$ cat src/rtl/alu_pkg.sv
// Shared constants, instruction field layout and FSM state type for the ALU issue controller.
package alu_pkg;

    localparam int unsigned DATA_W = 20;
    localparam int unsigned NREGS  = 8;
    localparam int unsigned IMM_W  = 7;
    localparam int unsigned INSTR_W = 20;

    localparam int unsigned OP_LSB     = 17;
    localparam int unsigned IMM_SEL_BIT = 16;
    localparam int unsigned RD_LSB     = 13;
    localparam int unsigned RS1_LSB    = 10;
    localparam int unsigned RS2_LSB    = 7;
    localparam int unsigned IMM_LSB    = 0;

    localparam logic [2:0] OP_0 = 3'd0;
    localparam logic [2:0] OP_1 = 3'd1;
    localparam logic [2:0] OP_2 = 3'd2;
    localparam logic [2:0] OP_3 = 3'd3;
    localparam logic [2:0] OP_4 = 3'd4;
    localparam logic [2:0] OP_5 = 3'd5;
    localparam logic [2:0] OP_6 = 3'd6;
    localparam logic [2:0] OP_7 = 3'd7;

    typedef enum logic [1:0] {
        IDLE   = 2'd0,
        DECODE = 2'd1,
        EXEC   = 2'd2,
        WB     = 2'd3
    } state_t;

endpackage

$ cat src/rtl/alu_regfile.sv
// 8-entry register file: two async operand reads, async debug read, one sync write, r0 fixed at 0.
module alu_regfile
    import alu_pkg::*;
(
    input  logic              clk,
    input  logic              rst_n,
    input  logic              we,
    input  logic [2:0]        waddr,
    input  logic [DATA_W-1:0] wdata,
    input  logic [2:0]        raddr_a,
    output logic [DATA_W-1:0] rdata_a,
    input  logic [2:0]        raddr_b,
    output logic [DATA_W-1:0] rdata_b,
    input  logic [2:0]        dbg_addr,
    output logic [DATA_W-1:0] dbg_data
);

    logic [DATA_W-1:0] regs [NREGS];

    always_ff @(posedge clk or negedge rst_n) begin
        if (!rst_n) begin
            for (int i = 0; i < NREGS; i++) begin
                regs[i] <= '0;
            end
        end else if (we && (waddr != 3'd0)) begin
            regs[waddr] <= wdata;
        end
    end

    assign rdata_a  = regs[raddr_a];
    assign rdata_b  = regs[raddr_b];
    assign dbg_data = regs[dbg_addr];

endmodule

$ cat src/rtl/alu_issue_ctrl.sv
// Issue/writeback controller wrapped around a combinational ALU: decode, operand fetch,
// result capture and register writeback, one instruction every four cycles.
module alu_issue_ctrl
    import alu_pkg::*;
(
    input  logic               clk,
    input  logic               rst_n,
    input  logic               instr_valid,
    output logic               instr_ready,
    input  logic [INSTR_W-1:0] instr,
    input  logic               load_en,
    input  logic [2:0]         load_addr,
    input  logic [DATA_W-1:0]  load_data,
    output logic [DATA_W-1:0]  alu_in1,
    output logic [DATA_W-1:0]  alu_in2,
    output logic [2:0]         alu_op,
    input  logic [DATA_W-1:0]  alu_result,
    input  logic               alu_eq,
    output logic               wb_valid,
    output logic [2:0]         wb_rd,
    output logic [DATA_W-1:0]  wb_data,
    output logic               eq_flag,
    input  logic [2:0]         dbg_addr,
    output logic [DATA_W-1:0]  dbg_data
);

    state_t state_q, state_d;
    logic [INSTR_W-1:0] instr_q;

    logic [2:0]        rd, rs1, rs2;
    logic              imm_sel;
    logic [DATA_W-1:0] imm_ext;
    logic [DATA_W-1:0] rdata_a, rdata_b;
    logic [DATA_W-1:0] op_b;
    logic              accept;

    logic              rf_we;
    logic [2:0]        rf_waddr;
    logic [DATA_W-1:0] rf_wdata;

    assign rd      = instr_q[RD_LSB +: 3];
    assign rs1     = instr_q[RS1_LSB +: 3];
    assign rs2     = instr_q[RS2_LSB +: 3];
    assign imm_sel = instr_q[IMM_SEL_BIT];
    assign imm_ext = {{(DATA_W - IMM_W){1'b0}}, instr_q[IMM_LSB +: IMM_W]};
    assign op_b    = imm_sel ? imm_ext : rdata_b;

    assign instr_ready = (state_q == IDLE);
    assign accept      = instr_valid && instr_ready;

    always_comb begin
        state_d = state_q;
        unique case (state_q)
            IDLE:    if (accept) state_d = DECODE;
            DECODE:  state_d = EXEC;
            EXEC:    state_d = WB;
            WB:      state_d = IDLE;
            default: state_d = IDLE;
        endcase
    end

    // Loads and writebacks never compete: loads are only honoured in IDLE, writeback only in WB.
    always_comb begin
        rf_we    = 1'b0;
        rf_waddr = '0;
        rf_wdata = '0;
        if (state_q == IDLE && load_en) begin
            rf_we    = 1'b1;
            rf_waddr = load_addr;
            rf_wdata = load_data;
        end else if (state_q == WB) begin
            rf_we    = 1'b1;
            rf_waddr = rd;
            rf_wdata = wb_data;
        end
    end

    always_ff @(posedge clk or negedge rst_n) begin
        if (!rst_n) begin
            state_q <= IDLE;
            instr_q <= '0;
        end else begin
            state_q <= state_d;
            if (accept) begin
                instr_q <= instr;
            end
        end
    end

    always_ff @(posedge clk or negedge rst_n) begin
        if (!rst_n) begin
            alu_in1 <= '0;
            alu_in2 <= '0;
            alu_op  <= OP_0;
        end else if (state_q == DECODE) begin
            alu_in1 <= rdata_a;
            alu_in2 <= op_b;
            alu_op  <= instr_q[OP_LSB +: 3];
        end
    end

    // wb_data doubles as the captured ALU result that gets written back during WB.
    always_ff @(posedge clk or negedge rst_n) begin
        if (!rst_n) begin
            wb_valid <= 1'b0;
            wb_rd    <= '0;
            wb_data  <= '0;
            eq_flag  <= 1'b0;
        end else begin
            wb_valid <= (state_q == EXEC);
            if (state_q == EXEC) begin
                wb_rd   <= rd;
                wb_data <= alu_result;
                eq_flag <= alu_eq;
            end
        end
    end

    alu_regfile u_regfile (
        .clk      (clk),
        .rst_n    (rst_n),
        .we       (rf_we),
        .waddr    (rf_waddr),
        .wdata    (rf_wdata),
        .raddr_a  (rs1),
        .rdata_a  (rdata_a),
        .raddr_b  (rs2),
        .rdata_b  (rdata_b),
        .dbg_addr (dbg_addr),
        .dbg_data (dbg_data)
    );

endmodule
$ cat config.mk
export PLATFORM = sky130hd
export DESIGN_NAME = alu_issue_ctrl
export DESIGN_NICKNAME = d
export VERILOG_FILES = /design/src/rtl/alu_pkg.sv /design/src/rtl/alu_regfile.sv /design/src/rtl/alu_issue_ctrl.sv
export SDC_FILE = /design/constraint.sdc
export NUM_CORES = 1
export LEC_CHECK = 0
export ABC_AREA = 1
export BUFFER_PORTS_ARGS = -buffer_cell sky130_fd_sc_hd__buf_2
export CORE_UTILIZATION = 30
export CTS_BUF_LIST = sky130_fd_sc_hd__clkbuf_4 sky130_fd_sc_hd__clkbuf_8
export DETAILED_ROUTE_END_ITERATION = 8
export PLACE_DENSITY_LB_ADDON = 0.12
export SYNTH_ARGS = -nofsm -noshare
export SYNTH_HDL_FRONTEND = slang
export SYNTH_SLANG_ARGS = --single-unit
$ cat constraint.sdc
create_clock -name clk -period 4.6 [get_ports clk]
set_input_delay 0.46 -clock clk [delete_from_list [all_inputs] [get_ports clk]]
set_output_delay 0.46 -clock clk [all_outputs]
set_load 0.03 [all_outputs]
==> impl_metrics.tcl <==
set metrics [dict create \
    status "finished, final reports clean" \
    cts_buffers 51 \
    first_global_vias 12500 \
    clkPwrFrac_pct 20.7 \
    total_power_mw 12.1 \
    place_congestion 0.824 \
    ir_worst_vdd_mv 0.353 \
    clockBufferDepth 3 \
    place_hpwl_microns 32600 \
    finalSetupTns_ps 0 \
    via_per_inst 5.18 \
    synthCells 1835 \
    switchingPower_mw 5.84 \
    core_area_sq_um 45300 \
    power_density_nw_per_um2 747 \
    worstMarginPinSlew_ps 1000 \
    final_core_util_pct 35.6 \
    fin_crit_ps 3150 \
    rsz0062_at_grt "no" \
    fp.dieW_microns 216 \
    clk_pin_slew_ps 60 \
    drc 0 \
    max_cap_violations 0 \
    h-tree-depth 2 \
    dp_cells 2488 \
    cts_tree "yes" \
    initial_utilization_pct 30.4 \
    synth_top_area_share_pct 45.4 \
    synth_nets 1912 \
    track_usage_pct 22.0 \
    switching_share_pct 48.4 \
    fp.dieH_microns 216 \
    rr_startpoint "state_q[0]" \
    yosys.area.top_type "dfrtp_1" \
    wl_per_cell_microns 20.1 \
    dieArea_sq_um 46800 \
    synth_edf_count 0 \
    fmax_mhz 318 \
    ios 160 \
    clock_sinks 250 \
    crit_start "state_q[0]" \
    yosys-top-cells-area "dfrtp_1 (45%), nand2_1 (12%), o21ai_0 (8.3%), nand3_1 (6.4%), a21oi_1 (4.7%)" \
    first_iter_violations 1334 \
    finalHoldViolations 0 \
    setup_violations 0 \
    seq_area_frac_synth_pct 45.4 \
    slew_headroom_pct 33.0 \
    finClkSkew_ps 16.9 \
    path_max_fanout 28 \
    async_reset_ff_share_pct 100 \
    syn_area_sq_um 13800 \
    worstPathArrival_ps 3660 \
    path_cells "inv_1 > ha_1 > nand2_2 > buf_4 > inv_2 > nand2_1 > nand2_1 > a21oi_1 > buf_4 > nand2_1 > nand2_1 > nand2_1" \
    leakagePower_nw 7.83 \
    post-cts-setup-buffers 0 \
    final_cells 2583 \
    syn_area_per_cell_sq_um 7.51 \
    yosysWarnings 0 \
    critPathCaptureType "register" \
    clockRootBuffer "clkbuf_8" \
    grt_max_degree 93 \
    synth-seq-cells 250 \
    antenna_found_initial 1 \
    crit_path_top_delay_cell "nand2_1" \
    path_common_cell "nand2_1" \
    rows 78 \
    syn_to_final_growth_pct 17.1 \
    critPathMaxStageDelay_ps 600 \
    crit_type "reg2reg" \
    grt_first_pass_wirelength_microns 78600 \
    p_int_mw 6.21 \
    grt_overflow 0 \
    num_vias 13400 \
    final_nets 2019 \
    combPwrFrac_pct 46.5 \
    hold_slack_ps 58.2 \
    required_ps 5110 \
    min_from "alu_eq" \
    drt_pass1_iterations 6 \
    ant_nets 0 \
    antenna_cells 0 \
    holdCritPathClass "in2reg" \
    totalWireLength_microns 51800 \
    port_buffers 159 \
    period_share_pct 68.4 \
    ys.flop_type "dfrtp_1" \
    clk_latency_ps 640 \
    crit_path_start_kind "register" \
    seqPwrFrac_pct 32.8 \
    synth_cell_types 25 \
    drive_gt1_share_pct 17.4 \
    final_max_slew_viol_count 0 \
]
## cells in the final DEF (no fill, tap or decap)
cell type / synthesis / routed
o211ai_1: 78 / 78
nor2_2: 1 / 1
clkbuf_4: 0 / 24
dfrtp_4: 0 / 3
buf_8: 0 / 1
inv_1: 161 / 161
clkinv_1: 2 / 2
mux2i_1: 4 / 4
mux2_2: 37 / 37
nand2_2: 3 / 3
clkinvlp_4: 0 / 1
nor2_4: 1 / 1
a21oi_1: 130 / 130
o21ai_2: 1 / 1
dfrtp_2: 0 / 2
clkbuf_8: 0 / 64
ha_1: 6 / 6
inv_2: 5 / 5
buf_12: 0 / 1
o21ai_1: 104 / 104
inv_6: 0 / 1
dlygate4sd3_1: 0 / 1
nand2_1: 446 / 446
dfrtp_1: 250 / 245
nor2_1: 55 / 55
buf_2: 54 / 157
o21a_1: 3 / 3
nand3_1: 175 / 175
o21ai_0: 228 / 228
clkinv_2: 0 / 4
nand2_4: 1 / 1
buf_4: 2 / 38
## state kept, by name, indices dropped and copies added, names as in the netlist
signal	flops
alu_in1	20
alu_in2	20
alu_op	3
eq_flag	1
instr_q	20
state_q	2
u_regfile.regs	160
wb_data	20
wb_rd	3
wb_valid	1
## cells by family after synthesis
logic type,synth area share [%]
muxes,3.32
AOI/OAI and AO/OA,21.3
DFF,45.4
and+or+nand+nor,20.4
buffers and inverters,9.10
adders and majority gates,0.545
## per-stage QoR
step / area (sq um) / worst slack, ps
2_1_floorplan: 13800 / 2610
3_3_place_gp: 15000 / 1520
3_5_place_dp: 15000 / 1440
4_1_cts: 16100 / 1440
5_1_grt: 16100 / 1140
6_report: 16100 / 1450
## cell usage after synthesis (13+ instances only)
| master | n |
|---|---|
| a21oi_1 | 130 |
| buf_1 | 13 |
| buf_2 | 54 |
| clkbuf_1 | 74 |
| dfrtp_1 | 250 |
| inv_1 | 161 |
| mux2_2 | 37 |
| nand2_1 | 446 |
| nand3_1 | 175 |
| nor2_1 | 55 |
| o211ai_1 | 78 |
| o21ai_0 | 228 |
| o21ai_1 | 104 |
## power by group through the flow
| stage | clock network [mW] | registers [mW] | logic [mW] |
|---|---|---|---|
| 6_report | 2.50 | 3.95 | 5.61 |
| 3_3_place_gp | 0 | 3.95 | 5.53 |
| 5_1_grt | 2.66 | 4.06 | 6.21 |
| 2_1_floorplan | 0 | 3.99 | 3.62 |
| 3_5_place_dp | 0 | 3.96 | 5.59 |
| 4_1_cts | 2.58 | 3.93 | 5.61 |
## path summary, 6_finish.rpt
check | to | slack [ps] | cells after the start
worst max-delay path | u_regfile.regs[121] | 1450 | 12
worst min-delay path | eq_flag | 60 | 2
worst max register to register | u_regfile.regs[121] | 1450 | 12
worst min register to register | alu_op[1] | 470 | 2
max in group asynchronous | u_regfile.regs[103] | 3040 | 3
min in group asynchronous | alu_in2[15] | 460 | 2
## routing by layer
metal  vias to the layer above  GRT usage [%]  share of wire, %
li1                       6336              -                 -
met1                      6438           33.3                49
met2                       522           31.8                42
met3                        87           3.99               6.8
met4                         0           6.06               2.3
met5                         -              0                 0
## critical path: cells and delay by family (launching register included)
family | cells | cell delay, ps
flip-flops | 1 | 400
buffers and inverters | 4 | 850
adder cells (fa/ha/maj) | 1 | 260
AO/OA/AOI/OAI | 1 | 130
AND/OR/NAND/NOR | 6 | 1370
## final cells by class
class                      count  area (sq um)
tap                          600           751
clock buffer                  88          1060
sequential                   250          6270
fill                        4879         29200
clock inverter                 6          36.3
inverter                     168           631
multi-input combinational   1273          6260
timing repair buffer         198          1120
## timing repair
action	in CTS	in global routing
hold buffers	1	0
hold endpoints to repair	89	0
resized for setup	0	0
(Power assumes the default switching activity.)
